### config.mk
export PLATFORM = sky130hd
export DESIGN_NAME = flop_pipe_flat
export DESIGN_NICKNAME = d
export VERILOG_FILES = /design/src/rtl/flop_pipe_pkg.sv /design/src/rtl/flop_pipe_if.sv /design/src/rtl/flop_pipe_stage.sv /design/src/rtl/flop_pipe.sv /design/src/flat_wrapper.sv
export SDC_FILE = /design/constraint.sdc
export NUM_CORES = 1
export LEC_CHECK = 0
export CORE_MARGIN = 1.5
export CORE_UTILIZATION = 45
export DETAILED_ROUTE_END_ITERATION = 7
export PLACE_DENSITY = 0.82
export SYNTH_ARGS = -nofsm -noshare
export SYNTH_HDL_FRONTEND = slang
export SYNTH_SLANG_ARGS = --single-unit
### constraint.sdc
create_clock -name clk -period 1.5 [get_ports clk]
set_input_delay 0.375 -clock clk [delete_from_list [all_inputs] [get_ports clk]]
set_output_delay 0.375 -clock clk [all_outputs]
set_load 0.01 [all_outputs]
### src/rtl/flop_pipe_pkg.sv
// Shared types and helpers for the elastic register pipe.
package flop_pipe_pkg;

    // Width of the default stage record (matches the original 8-bit flipflop).
    localparam int DEF_WIDTH = 8;

    // One pipe stage: its valid bit and the word it holds.
    typedef struct packed {
        logic                 v;
        logic [DEF_WIDTH-1:0] d;
    } stage_rec_t;

    // Bits needed to count 0..n inclusive.
    function automatic int clog2_p1(input int n);
        return $clog2(n + 1);
    endfunction

endpackage

### src/rtl/flop_pipe_if.sv
// Producer/consumer handshake bundle of the elastic pipe.
interface flop_pipe_if import flop_pipe_pkg::*; #(
    parameter int WIDTH = 8,
    parameter int DEPTH = 3
);
    localparam int CNT_W = clog2_p1(DEPTH);

    logic [WIDTH-1:0] qin;
    logic             in_valid;
    logic             in_ready;
    logic [WIDTH-1:0] qout;
    logic             out_valid;
    logic             out_ready;
    logic             flush;
    logic [CNT_W-1:0] count;

    // Environment side: drives input words, consumer ready and flush.
    modport master (
        output qin, in_valid, out_ready, flush,
        input  in_ready, qout, out_valid, count
    );

    // Pipe side.
    modport slave (
        input  qin, in_valid, out_ready, flush,
        output in_ready, qout, out_valid, count
    );
endinterface

### src/rtl/flop_pipe_stage.sv
// Single elastic register: holds one word plus valid, passes readiness upstream.
module flop_pipe_stage import flop_pipe_pkg::*; #(
    parameter int               WIDTH     = 8,
    parameter logic [WIDTH-1:0] RESET_VAL = '0
) (
    input  logic             clk,
    input  logic             reset,
    input  logic             flush_i,
    input  logic             v_src_i,
    input  logic [WIDTH-1:0] d_src_i,
    input  logic             rdy_dn_i,
    output logic             rdy_up_o,
    output logic             v_o,
    output logic [WIDTH-1:0] d_o
);
    logic             v_q, v_d;
    logic [WIDTH-1:0] d_q, d_d;

    // Stage can take a word when empty or when its content leaves this cycle.
    always_comb begin
        rdy_up_o = !v_q || rdy_dn_i;
    end

    // Next state: flush clears, otherwise load when ready; data only moves with a valid word.
    always_comb begin
        v_d = v_q;
        d_d = d_q;
        if (flush_i) begin
            v_d = 1'b0;
            d_d = RESET_VAL;
        end else if (rdy_up_o) begin
            v_d = v_src_i;
            if (v_src_i) begin
                d_d = d_src_i;
            end
        end
    end

    // Stage register with asynchronous reset.
    always_ff @(posedge clk or posedge reset) begin
        if (reset) begin
            v_q <= 1'b0;
            d_q <= RESET_VAL;
        end else begin
            v_q <= v_d;
            d_q <= d_d;
        end
    end

    assign v_o = v_q;
    assign d_o = d_q;
endmodule

### src/rtl/flop_pipe.sv
// Chain of DEPTH elastic register stages with valid/ready at both ends,
// synchronous flush and an occupancy counter.
module flop_pipe import flop_pipe_pkg::*; #(
    parameter int               WIDTH     = 8,
    parameter int               DEPTH     = 3,
    parameter logic [WIDTH-1:0] RESET_VAL = '0
) (
    input  logic      clk,
    input  logic      reset,
    flop_pipe_if.slave bus
);
    localparam int CNT_W = clog2_p1(DEPTH);

    logic             v_w    [DEPTH];
    logic [WIDTH-1:0] d_w    [DEPTH];
    logic             v_src  [DEPTH];
    logic [WIDTH-1:0] d_src  [DEPTH];
    logic             rdy_up [DEPTH];
    logic             rdy_dn [DEPTH];
    logic [DEPTH-1:0] v_vec;

    logic             in_xfer;
    logic             out_xfer;
    logic [CNT_W-1:0] count_q, count_d;

    for (genvar i = 0; i < DEPTH; i++) begin : g_stage
        if (i == 0) begin : g_head
            assign v_src[i] = bus.in_valid;
            assign d_src[i] = bus.qin;
        end else begin : g_body
            assign v_src[i] = v_w[i-1];
            assign d_src[i] = d_w[i-1];
        end

        if (i == DEPTH - 1) begin : g_tail
            assign rdy_dn[i] = bus.out_ready;
        end else begin : g_mid
            assign rdy_dn[i] = rdy_up[i+1];
        end

        assign v_vec[i] = v_w[i];

        flop_pipe_stage #(
            .WIDTH     (WIDTH),
            .RESET_VAL (RESET_VAL)
        ) u_stage (
            .clk      (clk),
            .reset    (reset),
            .flush_i  (bus.flush),
            .v_src_i  (v_src[i]),
            .d_src_i  (d_src[i]),
            .rdy_dn_i (rdy_dn[i]),
            .rdy_up_o (rdy_up[i]),
            .v_o      (v_w[i]),
            .d_o      (d_w[i])
        );
    end

    assign in_xfer  = bus.in_valid && rdy_up[0];
    assign out_xfer = v_w[DEPTH-1] && bus.out_ready;

    // Occupancy: flush wins; simultaneous in and out leave it unchanged.
    always_comb begin
        count_d = count_q;
        if (bus.flush) begin
            count_d = '0;
        end else if (in_xfer && !out_xfer) begin
            count_d = count_q + CNT_W'(1);
        end else if (!in_xfer && out_xfer) begin
            count_d = count_q - CNT_W'(1);
        end
    end

    // Occupancy register with asynchronous reset.
    always_ff @(posedge clk or posedge reset) begin
        if (reset) begin
            count_q <= '0;
        end else begin
            count_q <= count_d;
        end
    end

    assign bus.in_ready  = rdy_up[0];
    assign bus.qout      = d_w[DEPTH-1];
    assign bus.out_valid = v_w[DEPTH-1];
    assign bus.count     = count_q;

    // Counter stays within 0..DEPTH and always matches the number of valid stages.
    a_count_ok: assert property (@(posedge clk) disable iff (reset)
        (int'(count_q) <= DEPTH) && (int'(count_q) == $countones(v_vec)));
endmodule
### src/flat_wrapper.sv
// flat-port wrapper written by rule: the top's interface ports become plain ports
module flop_pipe_flat import flop_pipe_pkg::*;
#(
    parameter int               WIDTH     = 8,
    parameter int               DEPTH     = 3,
    parameter logic [WIDTH-1:0] RESET_VAL = '0
)
  (clk, reset, bus_qin, bus_in_valid, bus_out_ready, bus_flush, bus_in_ready, bus_qout, bus_out_valid, bus_count);
  flop_pipe_if #(.WIDTH(WIDTH), .DEPTH(DEPTH)) bus_i ();
  input  logic clk;
  input  logic reset;
  input wire logic [$bits(bus_i.qin)-1:0] bus_qin;
  input wire logic [$bits(bus_i.in_valid)-1:0] bus_in_valid;
  input wire logic [$bits(bus_i.out_ready)-1:0] bus_out_ready;
  input wire logic [$bits(bus_i.flush)-1:0] bus_flush;
  output wire logic [$bits(bus_i.in_ready)-1:0] bus_in_ready;
  output wire logic [$bits(bus_i.qout)-1:0] bus_qout;
  output wire logic [$bits(bus_i.out_valid)-1:0] bus_out_valid;
  output wire logic [$bits(bus_i.count)-1:0] bus_count;
  assign bus_i.qin = bus_qin;
  assign bus_i.in_valid = bus_in_valid;
  assign bus_i.out_ready = bus_out_ready;
  assign bus_i.flush = bus_flush;
  assign bus_in_ready = bus_i.in_ready;
  assign bus_qout = bus_i.qout;
  assign bus_out_valid = bus_i.out_valid;
  assign bus_count = bus_i.count;
  flop_pipe #(.WIDTH(WIDTH), .DEPTH(DEPTH), .RESET_VAL(RESET_VAL)) u_core (.clk(clk), .reset(reset), .bus(bus_i));
endmodule
==> results of run 1 <==
==> per-stage QoR <==
stage | area (um2) | worst slack, ns | std cells
6_report | 1682 | -0.03481 | 186
3_5_place_dp | 1603 | -0.5632 | 178
2_1_floorplan | 1286 | 0.1105 | 119
3_3_place_gp | 1603 | -0.5725 | 178
5_1_grt | 1682 | -0.1087 | 186
4_1_cts | 1675 | -0.06098 | 186
==> cell families after synthesis <==
family | after synthesis | synth area share [%]
AOI/OAI and AO/OA | 48 | 23.15
DFF | 29 | 56.42
and+or+nand+nor | 28 | 13.33
buffers and inverters | 13 | 5.933
muxes | 1 | 1.167
==> path summary, 6_finish.rpt <==
check	startpoint	endpoint	slack, ns	depth (start not counted)
min reg2reg	u_core.g_stage[0].u_stage.d_o[3]$_DFFE_PP0P_	u_core.g_stage[1].u_stage.d_o[3]$_DFFE_PP0P_	0.49	1
min in group clk	u_core.g_stage[0].u_stage.d_o[3]$_DFFE_PP0P_	u_core.g_stage[1].u_stage.d_o[3]$_DFFE_PP0P_	0.49	1
max in group asynchronous	reset	u_core.bus.count[1]$_DFFE_PP0P_	0.81	3
max reg2reg	u_core.g_stage[2].u_stage.v_o$_DFFE_PP0P_	u_core.bus.count[1]$_DFFE_PP0P_	0.03	5
max	u_core.g_stage[2].u_stage.v_o$_DFFE_PP0P_	bus_in_ready	-0.03	3
min	reset	u_core.g_stage[2].u_stage.d_o[6]$_DFFE_PP0P_	0.42	3
==> what timing repair did <==
item / 4_1_cts / 5_1_grt
gates resized for setup: 20 / 3
setup endpoints to repair: 21 / 11
pin swaps: 0 / 1
==> registers in the layout, indices dropped and copies added (netlist names) <==
register                    cells
u_core.bus.count                2
u_core.g_stage.u_stage.v_o      3
u_core.g_stage.u_stage.d_o     24
==> critical path: stages (launching register included) <==
cell and delay, ns:
dfrtp_1 0.40, and4b_2 0.30, inv_6 0.04, buf_6 0.11
==> cell type report <==
cell class | count | area (um2) | share of cell area, %
Sequential cell | 29 | 725.7 | 43.15
Inverter | 5 | 23.77 | 1.414
Multi-Input combinational cell | 77 | 491.7 | 29.24
Tap cell | 31 | 38.79 | 2.307
Clock inverter | 1 | 30.03 | 1.786
Clock buffer | 7 | 55.05 | 3.274
Timing Repair Buffer | 36 | 316.6 | 18.82
==> synth_stat cells <==
library cell / n
and4bb_2: 1
o211ai_1: 1
a31oi_4: 1
nand2_1: 1
and3b_1: 1
dfrtp_1: 29
buf_4: 1
inv_1: 4
buf_2: 1
nor2_1: 1
nor3b_2: 1
a21boi_0: 1
and4b_1: 1
a21oi_1: 19
nand2b_1: 1
and2_1: 1
nor3b_1: 1
nand3_1: 16
mux2_4: 1
a21oi_2: 1
nand3b_1: 1
nor2b_1: 2
a22o_1: 8
clkbuf_1: 4
inv_6: 1
buf_6: 1
clkbuf_8: 1
o21ai_0: 16
a211oi_1: 1
==> where the power goes <==
group	switching (uW)	internal [uW]	leakage [uW]	total (uW)
sequential	15.9	806	0.000395	822
combinational	83.0	82.7	0.000348	166
clock	259	398	0.0000455	657
==> layer usage <==
metal,vias to the layer above,share of wire (%)
met5,-,0
met4,0,0.72
met3,2,4.6
met2,33,50
met1,462,45
li1,505,-
==> summary.txt, run 1 <==
Run status
  – Status: complete, but fails checks
  – Failing checks: negative setup slack

STA
  – Setup TNS: -0.03481 ns
  – Clock Skews: between 0.005 and 0.006 ns
  – Max transition margin: a little under three quarters
  – Final setup viols: 1
  – Worst Tran Pin Value: ~0.43 ns
  – Min Clock Period, post-route: approximately 1.5 ns
  – Final hold vios: 0
  – WHS: roughly 0.42 ns
  – Max-slew violation count: 0
  – Maximum clock frequency: approximately 0.65 GHz
  – Unrepaired setup endpoints after global routing: yes
  – Fin worst setup slack: -0.03481 ns
  – Final period util: 102.3%

Layout
  – Final core occ: between 60% and 70%
  – Antenna diode count: 0
  – Most frequent cells in the layout: dfrtp_1 (29), a21oi_1 (19), nand3_1 (16), o21ai_0 (16)
  – Nets: approximately 170
  – Filler cell count: approximately 240
  – Commonest non-fill, non-tap cell in the layout: dfrtp_1
  – Share of post-route cells with drive strength above 1: roughly 18%
  – Area Overhead vs Synth: 30.74%

CTS
  – Setup bufs post-CTS: 0
  – Num CTS Buffers: 5
  – Root Driver: clkbuf_4
  – CTS tree: built
  – H-tree depth: 2
  – Skew-Pair Late Insertion Delay: ~0.32 ns
  – Number of hold buffers added after CTS: 0
  – Sink Count: 29
  – Buffers from clock root to sink, at most: 2
  – Reg clk slew, reported paths: roughly 0.09 ns

Die
  – DIE HEIGHT: 56.47 um
  – Core ar.: ~0.0027 mm2
  – Die Area: ~0.0032 mm2
  – # rows: 19
  – Die W: around 56 um
  – I/O pin count: 25
  – Initial Util: a little under half

Drt
  – Post-route DRC: 0
  – Initial DRC count: 14
  – Drt total wl: between 2 and 3 mm
  – Vias: about 1000
  – Drt first pass iters: 4
  – Average wire per cell in the routed design: between 10 and 15 um
  – Vias/cell: about 5.4
  – Post-DRT Antenna Nets: 0

GRT
  – Met1 Use GR: between 20% and 30%
  – GRT overflow: 0
  – GRT Total Usage: 17.97%
  – Met3 GRT Util: under 10%
  – Busiest grt layer: met2
  – Routing usage on met2: 31.23%
  – Initial antenna violation count: 0
  – Largest net degree at the start of global routing: 30
  – First-pass GRT wire length: approximately 4.4 mm
  – Vias in the first global route: about 1000

Synthesis
  – Post-synthesis register bit count: 29
  – Mapped Avg Cell Area: ~11 um2
  – Main area contributors after synthesis: dfrtp_1 (56%), a21oi_1 (7.4%), nand3_1 (6.2%)
  – Netlist cell types: 29
  – Syn. warnings: 0
  – Syn Nets: ~130
  – Post-Syn Area: ~0.0013 mm2
  – Seq/Total Area, Yosys: a little under three fifths
  – Yosys top cell by area: dfrtp_1
  – Synth top area share: 56.42%
  – Post-Syn Instances: between 100 and 150

Setup path
  – Startpoint type of the worst setup path: register
  – Critical path type: reg2out
  – CP arrival: between 1 and 1.5 ns
  – Worst setup EP type: primary output
  – CP Data Required Time: between 1 and 1.5 ns
  – Critical path peak fanout: 2

Power
  – Tot Pwr: ~1600 uW
  – Pwr per Cell Area: 978.4 mW/mm2
  – Max IR drop VDD: roughly 0.78 mV
  – P_leak: 0.0007888 uW

Placed design
  – IO Port Bufs: 24
  – Post-DP HPWL: between 1.5 and 2 mm
  – Routability cong.: around 0.74

Flow run
  – Total of max-cap violations: 0

Hold path
  – Worst Hold Class: in2async
(Power assumes the default switching activity.)
==> inputs of run 2 (changes only) <==
- CORE_UTILIZATION: 45 -> 50
- HOLD_SLACK_MARGIN: default -> 0.02
- PLACE_DENSITY: 0.82 -> 0.88
==> run 2 against run 1 <==
Net effect: the flow still finishes with violations (negative setup slack); clock power is 0.8% higher; wire length is 8.5% higher; non-clock buffer count is 5 higher; sequential power hardly changed; critical path type unchanged; largest cell class unchanged; highest routed layer unchanged.
==> summary.txt, run 2 (synthesis results as in run 1) <==
Setup path
  – CP cell instances: and4b_2, inv_6, buf_6
  – Critical path peak fanout: 2 (unchanged)
  – Worst path bufs/invs: 2 (unchanged)
  – CP delay by family, top: flip-flops
  – Worst setup EP type: primary output
  – Slowest-stage cell, CP: dfrtp_1
  – CP arrival: 1.16 ns (about the same)
  – Startpoint type of the worst setup path: register
  – CP Data Required Time: 1.12 ns (about the same)
  – Worst setup path startpoint: u_core.g_stage[2].u_stage.v_o$_DFFE_PP0P_
  – Critical path type: reg2out
  – Slowest Stage Delay on Critical Path: 0.38 ns (-0.02 ns)
  – FF-to-FF Start: u_core.g_stage[2].u_stage.v_o$_DFFE_PP0P_

GRT
  – GRT Total Usage: 23.26% (+5.3 points)
  – Initial antenna violation count: 0 (unchanged)
  – Vias in the first global route: 1094 (+5.5%)
  – Largest net degree at the start of global routing: 30 (unchanged)
  – GRT overflow: 0 (unchanged)
  – First-pass GRT wire length: 4.698 mm (+5.7%)

Layout
  – Share of post-route cells with drive strength above 1: 21.25% (+3.2 points)
  – Nets: 172 (+3.0%)
  – Filler cell count: 199 (-17%)
  – Final core occ: 70.39% (+8.9 points)
  – Area Overhead vs Synth: 34.34%
  – Commonest non-fill, non-tap cell in the layout: dfrtp_1
  – Max reg flops: 24 (unchanged)
  – Antenna diode count: 0 (unchanged)
  – Most frequent cells in the layout: dfrtp_1 (29), a21oi_1 (19), nand3_1 (16), o21ai_0 (16), buf_4 (15)

Drt
  – Vias: 1105 (+10%)
  – Drt total wl: 2.857 mm (+8.5%)
  – Initial DRC count: 17 (+3)
  – Drt first pass iters: 4 (unchanged)
  – Vias/cell: 5.816 (+8.0%)
  – Post-route DRC: 0 (unchanged)
  – Average wire per cell in the routed design: 15.04 um (+6.2%)
  – Post-DRT Antenna Nets: 0 (unchanged)

Placed design
  – IO Port Bufs: 24 (unchanged)
  – Post-DP HPWL: 1.962 mm (+0.97%)
  – Routability cong.: 0.7280 (-1.2%)

Die
  – Die Area: 0.002886 mm2 (-9.5%)
  – Die W: 53.72 um (-4.9%)
  – DIE HEIGHT: 53.72 um (-4.9%)
  – # rows: 18 (-1)
  – Core ar.: 0.002455 mm2 (-10%)
  – I/O pin count: 25 (unchanged)
  – Initial Util: 52.40% (+5.3 points)

Power
  – Pwr per Cell Area: 960.3 mW/mm2 (-1.8%)
  – Switching power: 368.4 uW (+2.8%)
  – Max IR drop VDD: 1.055 mV (+36%)
  – Internal power: 1291 uW (+0.32%)
  – Clk network pwr share: 39.9% (about the same)
  – Gate power share: 10.6% (+0.5 points)
  – P_leak: 0.0008164 uW (+3.5%)
  – Seq pwr share: 49.5% (-0.5 points)
  – Switch share: 22.20% (+0.42 points)

Hold path
  – Worst Hold Class: in2async

CTS
  – Reg clk slew, reported paths: 0.09 ns (about the same)
  – Sink Count: 29 (unchanged)
  – Num CTS Buffers: 5 (unchanged)
  – CTS tree: built
  – Buffers from clock root to sink, at most: 2 (unchanged)
  – H-tree depth: 2 (unchanged)
  – Skew-Pair Late Insertion Delay: 0.32 ns (about the same)
  – Root Driver: clkbuf_4

STA
  – Setup TNS: -0.04490 ns (-0.01010 ns)
  – Fin worst setup slack: -0.03875 ns (-0.003949 ns)
  – Final period util: 102.6% (+0.26 points)
  – Worst Tran Pin Value: 0.3662 ns (-0.06229 ns)
  – Final setup viols: 2 (+1)
  – Max-slew violation count: 0 (unchanged)
  – Unrepaired setup endpoints after global routing: yes
  – Clock Skews: 0.007771 ns (+0.001933 ns)
  – Min Clock Period, post-route: 1.539 ns (+0.003949 ns)
  – Final hold vios: 0 (unchanged)
  – Max transition margin: 75.58% (+4.2 points)
  – Maximum clock frequency: 0.6499 GHz (-0.26%)
  – WHS: 0.4169 ns (-0.004815 ns)

Run status
  – Status: complete, but fails checks
  – Failing checks: negative setup slack

Flow run
  – Total of max-cap violations: 0 (unchanged)
run 2: changes by cell type in the layout (fill, tap and decap cells not counted), sizes merged:
cell / before / now
buf: 14 / 19
run 2: layout make-up:
class	count	area [um2]	area share (%)
tap	30	37.54	2.172
timing repair buffer	41	361.6	20.93
sequential	29	725.7	42.00
clock inverter	1	30.03	1.738
inverter	5	23.77	1.376
clock buffer	7	55.05	3.186
multi-input combinational	77	494.2	28.60
run 2: worst register-to-register path: stages, from the launching register on:
cell and delay [ns]:
dfrtp_1 0.41, buf_4 0.15, buf_6 0.12, and4bb_2 0.24
a31oi_4 0.17, mux2_4 0.31
run 2: what timing repair did:
| item | in CTS | in global routing |
|---|---|---|
| hold buffers | 0 | 0 |
| resized for setup | 23 | 4 |
| buffers inserted | 2 | 2 |
| pin swaps | 1 | 6 |
| endpoints found under the setup margin | 21 | 11 |
run 2: metrics by stage:
step                      area [um2]  power, uW  setup slack [ns]  std cells
final                           1728       1659          -0.03875        190
after detailed placement        1609       1009           -0.5629        178
after floorplan                 1286      921.5            0.1105        119
after CTS                       1710       1665          -0.06236        188
after global placement          1609      998.7           -0.5768        178
after global routing            1728       1726          -0.09814        190
run 2: layer usage:
layer	track usage [%]	wire [um]	vias to the layer above	part of all wire (%)
met5	0	0	-	0
met4	10.26	46	0	1.6
met3	6.944	120	6	4.2
met2	42.48	1600	34	56
met1	24.32	1091	548	38
li1	-	-	517	-
run 2: path summary, 6_finish.rpt:
path                                                                end  slack, ns  cells past startpoint
setup / recovery                                           bus_in_ready      -0.04                      3
hold / removal                u_core.g_stage[2].u_stage.v_o$_DFFE_PP0P_       0.42                      3
setup reg to reg                        u_core.bus.count[1]$_DFFE_PP0P_       0.01                      5
hold reg to reg            u_core.g_stage[1].u_stage.d_o[4]$_DFFE_PP0P_       0.50                      1
max in group asynchronous     u_core.g_stage[1].u_stage.v_o$_DFFE_PP0P_       0.81                      3
min in group clk           u_core.g_stage[1].u_stage.d_o[4]$_DFFE_PP0P_       0.50                      1
run 2: power by group through the flow:
| stage | registers, uW | logic, uW | clock network (uW) |
|---|---|---|---|
| after global placement | 835 | 164 | 0 |
| after global routing | 826 | 192 | 708 |
| after floorplan | 837 | 84.5 | 0 |
| final | 822 | 175 | 662 |
| after CTS | 822 | 170 | 673 |
| after detailed placement | 837 | 172 | 0 |
==> inputs of run 3 (changes only) <==
- CTS_CLUSTER_SIZE: default -> 8
==> results of run 3 <==
Final layout, timing and power as in run 2 (identical DEF).
